**src/rtl/acc_control_sequencer_if.sv**
```systemverilog
// Handshake, ALU-flag and datapath-control bundle for acc_control_sequencer.
// The slave side is the sequencer; the master side issues opcodes and
// supplies the ALU flags.
interface acc_control_sequencer_if #(
   parameter int unsigned OPCODE_W = 3
);
   logic                instr_valid;
   logic                instr_ready;
   logic [OPCODE_W-1:0] opcode;
   logic                alu_cf;
   logic                alu_zf;
   logic                nla;
   logic                nlb;
   logic                ea;
   logic                eu;
   logic                sub;
   logic                out_strobe;
   logic                cf;
   logic                zf;
   logic                busy;
   logic                done;
   logic                illegal;
   logic [1:0]          t_state;

   modport master (
      output instr_valid, opcode, alu_cf, alu_zf,
      input  instr_ready, nla, nlb, ea, eu, sub, out_strobe,
             cf, zf, busy, done, illegal, t_state
   );

   modport slave (
      input  instr_valid, opcode, alu_cf, alu_zf,
      output instr_ready, nla, nlb, ea, eu, sub, out_strobe,
             cf, zf, busy, done, illegal, t_state
   );
endinterface

```
**src/rtl/acc_control_sequencer.sv**
```systemverilog
// Control-word sequencer for the accumulator / B-register / ALU datapath.
// Accepts one opcode per valid/ready handshake and steps T1..T3, each
// T-state lasting HOLD_CYCLES clocks. All control strobes are decoded from
// registered state only, so no input reaches a strobe combinationally.
module acc_control_sequencer #(
   parameter int unsigned HOLD_CYCLES = 1,
   parameter int unsigned OPCODE_W    = 3
) (
   input logic                     clk,
   input logic                     rst,
   acc_control_sequencer_if.slave  bus
);

   typedef enum logic [1:0] {
      S_IDLE = 2'd0,
      S_T1   = 2'd1,
      S_T2   = 2'd2,
      S_T3   = 2'd3
   } state_t;

   typedef enum logic [2:0] {
      OP_NOP = 3'b000,
      OP_LDA = 3'b001,
      OP_LDB = 3'b010,
      OP_ADD = 3'b011,
      OP_SUB = 3'b100,
      OP_OUT = 3'b101,
      OP_I6  = 3'b110,
      OP_I7  = 3'b111
   } op_t;

   state_t              state;
   state_t              state_n;
   logic [OPCODE_W-1:0] op_q;
   logic [3:0]          hold_q;
   logic                hold_last;
   logic                accept;
   logic                cf_q;
   logic                zf_q;
   logic                done_q;

   assign hold_last = (hold_q == 4'(HOLD_CYCLES - 1));
   assign accept    = bus.instr_valid & bus.instr_ready;

   // State register; reset aborts any sequence straight to IDLE.
   always_ff @(posedge clk or posedge rst) begin
      if (rst) state <= S_IDLE;
      else     state <= state_n;
   end

   // Dwell counter within a T-state; cleared on every state change and in IDLE.
   always_ff @(posedge clk or posedge rst) begin
      if (rst)                                 hold_q <= '0;
      else if (state == S_IDLE || state_n != state) hold_q <= '0;
      else                                     hold_q <= hold_q + 4'd1;
   end

   // Opcode latch, loaded only on an accepted handshake.
   always_ff @(posedge clk or posedge rst) begin
      if (rst)         op_q <= '0;
      else if (accept) op_q <= bus.opcode;
   end

   // Flags capture at the edge that ends the last cycle of T2, arithmetic ops only.
   always_ff @(posedge clk or posedge rst) begin
      if (rst) begin
         cf_q <= 1'b0;
         zf_q <= 1'b0;
      end else if (state == S_T2 && hold_last &&
                   (op_q == OP_ADD || op_q == OP_SUB)) begin
         cf_q <= bus.alu_cf;
         zf_q <= bus.alu_zf;
      end
   end

   // Completion pulse for the first IDLE cycle after T3.
   always_ff @(posedge clk or posedge rst) begin
      if (rst) done_q <= 1'b0;
      else     done_q <= (state == S_T3) && hold_last;
   end

   // Next-state and microcode decode from registered state/opcode/counter.
   always_comb begin
      state_n         = state;
      bus.instr_ready = 1'b0;
      bus.nla         = 1'b1;
      bus.nlb         = 1'b1;
      bus.ea          = 1'b0;
      bus.eu          = 1'b0;
      bus.sub         = 1'b0;
      bus.out_strobe  = 1'b0;
      bus.illegal     = 1'b0;
      bus.busy        = 1'b0;

      case (state)
         S_IDLE: begin
            bus.instr_ready = ~rst;
            if (bus.instr_valid) state_n = S_T1;
         end
         S_T1: begin
            bus.busy = 1'b1;
            if (hold_last) state_n = S_T2;
            case (op_q)
               OP_LDA: bus.nla = 1'b0;
               OP_LDB: bus.nlb = 1'b0;
               OP_ADD: bus.eu  = 1'b1;
               OP_SUB: begin
                  bus.eu  = 1'b1;
                  bus.sub = 1'b1;
               end
               OP_OUT: begin
                  bus.ea         = 1'b1;
                  bus.out_strobe = 1'b1;
               end
               OP_I6, OP_I7: bus.illegal = (hold_q == 4'd0);
               default: ;
            endcase
         end
         S_T2: begin
            bus.busy = 1'b1;
            if (hold_last) state_n = S_T3;
            case (op_q)
               OP_ADD: begin
                  bus.eu  = 1'b1;
                  bus.nla = 1'b0;
               end
               OP_SUB: begin
                  bus.eu  = 1'b1;
                  bus.sub = 1'b1;
                  bus.nla = 1'b0;
               end
               default: ;
            endcase
         end
         S_T3: begin
            bus.busy = 1'b1;
            if (hold_last) state_n = S_IDLE;
         end
      endcase
   end

   assign bus.cf      = cf_q;
   assign bus.zf      = zf_q;
   assign bus.done    = done_q;
   assign bus.t_state = state;

endmodule

```
**src/flat_wrapper.sv**
```systemverilog
// flat-port wrapper written by rule: the top's interface ports become plain ports
module acc_control_sequencer_flat 
#(
   parameter int unsigned HOLD_CYCLES = 1,
   parameter int unsigned OPCODE_W    = 3
)
  (clk, rst, bus_instr_valid, bus_opcode, bus_alu_cf, bus_alu_zf, bus_instr_ready, bus_nla, bus_nlb, bus_ea, bus_eu, bus_sub, bus_out_strobe, bus_cf, bus_zf, bus_busy, bus_done, bus_illegal, bus_t_state);
  acc_control_sequencer_if #(.OPCODE_W(OPCODE_W)) bus_i ();
  input logic clk;
  input logic rst;
  input wire logic [$bits(bus_i.instr_valid)-1:0] bus_instr_valid;
  input wire logic [$bits(bus_i.opcode)-1:0] bus_opcode;
  input wire logic [$bits(bus_i.alu_cf)-1:0] bus_alu_cf;
  input wire logic [$bits(bus_i.alu_zf)-1:0] bus_alu_zf;
  output wire logic [$bits(bus_i.instr_ready)-1:0] bus_instr_ready;
  output wire logic [$bits(bus_i.nla)-1:0] bus_nla;
  output wire logic [$bits(bus_i.nlb)-1:0] bus_nlb;
  output wire logic [$bits(bus_i.ea)-1:0] bus_ea;
  output wire logic [$bits(bus_i.eu)-1:0] bus_eu;
  output wire logic [$bits(bus_i.sub)-1:0] bus_sub;
  output wire logic [$bits(bus_i.out_strobe)-1:0] bus_out_strobe;
  output wire logic [$bits(bus_i.cf)-1:0] bus_cf;
  output wire logic [$bits(bus_i.zf)-1:0] bus_zf;
  output wire logic [$bits(bus_i.busy)-1:0] bus_busy;
  output wire logic [$bits(bus_i.done)-1:0] bus_done;
  output wire logic [$bits(bus_i.illegal)-1:0] bus_illegal;
  output wire logic [$bits(bus_i.t_state)-1:0] bus_t_state;
  assign bus_i.instr_valid = bus_instr_valid;
  assign bus_i.opcode = bus_opcode;
  assign bus_i.alu_cf = bus_alu_cf;
  assign bus_i.alu_zf = bus_alu_zf;
  assign bus_instr_ready = bus_i.instr_ready;
  assign bus_nla = bus_i.nla;
  assign bus_nlb = bus_i.nlb;
  assign bus_ea = bus_i.ea;
  assign bus_eu = bus_i.eu;
  assign bus_sub = bus_i.sub;
  assign bus_out_strobe = bus_i.out_strobe;
  assign bus_cf = bus_i.cf;
  assign bus_zf = bus_i.zf;
  assign bus_busy = bus_i.busy;
  assign bus_done = bus_i.done;
  assign bus_illegal = bus_i.illegal;
  assign bus_t_state = bus_i.t_state;
  acc_control_sequencer #(.HOLD_CYCLES(HOLD_CYCLES), .OPCODE_W(OPCODE_W)) u_core (.clk(clk), .rst(rst), .bus(bus_i));
endmodule
```
**config.mk**
```make
export PLATFORM = sky130hd
export DESIGN_NAME = acc_control_sequencer_flat
export DESIGN_NICKNAME = d
export VERILOG_FILES = /design/src/rtl/acc_control_sequencer_if.sv /design/src/rtl/acc_control_sequencer.sv /design/src/flat_wrapper.sv
export SDC_FILE = /design/constraint.sdc
export NUM_CORES = 1
export LEC_CHECK = 0
export ABC_AREA = 1
export BUFFER_PORTS_ARGS = -buffer_cell sky130_fd_sc_hd__buf_2
export CAP_MARGIN = 20
export CORE_AREA = 2 2 42 44
export CTS_CLUSTER_SIZE = 14
export DETAILED_ROUTE_END_ITERATION = 10
export DIE_AREA = 0 0 44 46
export PLACE_DENSITY = 0.85
export SYNTH_ARGS = -nofsm -noshare
export SYNTH_HDL_FRONTEND = slang
export SYNTH_SLANG_ARGS = --single-unit
```
**constraint.sdc**
```tcl
create_clock -name clk -period 2.51 [get_ports clk]
set_input_delay 0.3765 -clock clk [delete_from_list [all_inputs] [get_ports clk]]
set_output_delay 0.3765 -clock clk [all_outputs]
set_load 0.01 [all_outputs]
```
==> metrics.cfg <==
[run_status]
outcome=finished, final reports clean

[timing]
setup_tns_ns=0
final-hold-violation-count=0
fmax_mhz=481.4
skew_ns=0.002952
rsz0062_at_grt=no
setup_viol=0
post-route-period-util=0.8276
tightestPinTransition_ns=0.4856
setup_slack_ns=0.4327
slew-limit-headroom=0.6759
fin_crit_ns=2.077
slew_viol_final=0

[synth]
synth_fa_ha_area_frac=0.1188
ys_warn_count=0
synth_top_area_frac=0.4075
syn-instance-count=90
synth_compound_area_frac=0.08149
synth_area_leaders=dfrtp_1, ha_1, nand2_1
postSynthAreaPerCell_um2=8.188
syn_nets=105
yosysUniqueCellTypes=22
synth.mux.area_fraction=0.03056
synth-xor-area-share=0.02377
yosysTopAreaCell=dfrtp_1
synth_top_family_by_area=simple AND/OR/NAND/NOR gates
synth-seq-area-share=0.4075
synth_simple_gate_area_frac=0.2462
synthesis.area_um2=737.0
ys_ff_latch=12

[clock_tree]
clock_path_buffers=2
cts.sinks=12
path_clk_slew_ns=0.08
post-cts-setup-buffers=0
ctsHoldBuffers=0
tritoncts=built
cts_resized=0
cts_buffers=3
clk_latency_ns=0.28
cts-root-buf=clkbuf_4
htreeDepth=1

[detailed_routing]
drt_wl_total_mm=1.548
drc=0
viasPerCell=4.969
vias=651
first_pass_iters=4
routed.top_layer=met4
wl_met2_um=818
wl_met1_um=668
routedWlPerCell_um=11.82
wl_met3_um=49
drtAntennaViolNets=0
drt_iter0_drc=18

[die]
die-height_um=46
rows=15
core_area_um2=1614
dieArea_um2=2024
die_w_um=44
ios=22
start_util=0.4566

[global_route]
antenna_found_initial=0
gr-total-overflow=0
grt_pass1_wl_mm=2.484
grt_max_degree=13
grt.total_usage=0.1668
grt_pass1_vias=608

[setup_path]
r2r_setup_slack_ns=0.82
worst-path-buf-inv=3
cpLargestDelayFamily=flip-flops
critPathArrivalTime_ns=1.70
crit_required_ns=2.13
cp_common_cell=inv_1
max_stage_delay_ns=0.44
reg2reg_depth=12
slowest_stage=dfrtp_1
worstSetupStartpointType=flip-flop
r2r-end=u_core.hold_q[1]
critPathMaxFanout=6
crit_start=u_core.bus.t_state[1]
crit_chain=inv_1, ha_1, inv_1, nor4_1, buf_2
r2r_start=u_core.bus.t_state[1]
path_class=reg2out
endpoint_kind=output pin

[layout]
mostFrequentLayoutCell=buf_2
fin_util=0.5527
syn_to_final_growth_pct=21.05
nets=130
final_cell_mix=buf_2, nand2_1, inv_1
diodes=0
drive_above_1_share=0.2807
final_cells=131

[place]
place_ws_ns=0.7443
hpwlAfterDp_mm=1.160
gp_congestion=0.8188
portBuffers=21
dp_cells=127

[power]
power_density_nw_per_um2=1246
leakagePower_nw=0.4904
vdd_drop_max_mv=0.6568

[min_path]
hold_path_class=in2async

[flow_run]
maxCapViolCount=0

sequential cells by signal, summed over array words and instances, names as in the netlist:
signal	flops
u_core.hold_q	4
u_core.op_q	3
u_core.bus.t_state	2
u_core.bus.cf	1
u_core.bus.done	1
u_core.bus.zf	1
worst register-to-register path, stage by stage (launching register included):
cell     delay, ns
dfrtp_1       0.44
inv_1         0.15
ha_1          0.23
inv_1         0.08
nand2_1       0.08
nand2_1       0.05
nand2_1       0.05
nand2_1       0.10
nand3_1       0.10
nand2_1       0.07
nor2_2        0.09
nand2_2       0.07
nor2_1        0.10
final cells by class:
| class | count | area, µm² |
|---|---|---|
| Fill cell | 160 | 721.9 |
| Clock buffer | 4 | 36.28 |
| Tap cell | 17 | 21.27 |
| Multi-Input combinational cell | 61 | 369.1 |
| Timing Repair Buffer | 21 | 105.1 |
| Sequential cell | 12 | 300.3 |
| Inverter | 16 | 60.06 |
stage by stage:
step	cell area (µm²)	total power [mW]	hold WS (ns)
CTS	892.1	1.119	0.1299
global placement	855.8	0.9272	0.4111
finish	892.1	1.112	0.1195
global route	892.1	1.224	0.1564
detailed placement	855.8	0.9500	0.4229
floorplan	737.0	0.7677	0.2412
layer usage:
layer | up-vias | GRT usage
li1 | 332 | -
met1 | 300 | 0.1937
met2 | 17 | 0.3059
met3 | 2 | 0.01587
met4 | 0 | 0.07879
met5 | - | 0
power breakdown:
| group | switching, mW | leakage [nW] | total [mW] | internal (mW) |
|---|---|---|---|---|
| combinational | 0.394 | 0.321 | 0.627 | 0.234 |
| clock | 0.0720 | 0.0210 | 0.160 | 0.0883 |
| sequential | 0.0598 | 0.149 | 0.324 | 0.264 |
| total | 0.525 | 0.490 | 1.11 | 0.586 |
logic make-up after synthesis:
| kind of cell | Yosys count |
|---|---|
| buffers and inverters | 17 |
| and+or+nand+nor | 40 |
| DFF | 12 |
| AOI/OAI and AO/OA | 10 |
| adders and majority gates | 7 |
| xor gates and xnor gates | 2 |
| muxes | 2 |
cell usage after synthesis (all sizes together):
master   n
nand2   17
inv     15
o21ai    4
mux2     2
a21oi    5
nor2    14
buf      1
dfrtp   12
o211ai   1
xnor2    1
clkinv   1
nor4     2
ha       7
nand4    2
nand3    5
xor2     1
worst max-delay path by stage:
| stage | end | slack, ns | cells past startpoint |
|---|---|---|---|
| after floorplan | bus_out_strobe | 0.56 | 5 |
| after global placement | bus_ea | 0.82 | 5 |
| after detailed placement | bus_ea | 0.74 | 5 |
| after CTS | bus_ea | 0.42 | 5 |
| after global routing | bus_ea | 0.23 | 5 |
| final | bus_ea | 0.43 | 5 |
No activity file was read; power rests on OpenSTA's default activity.
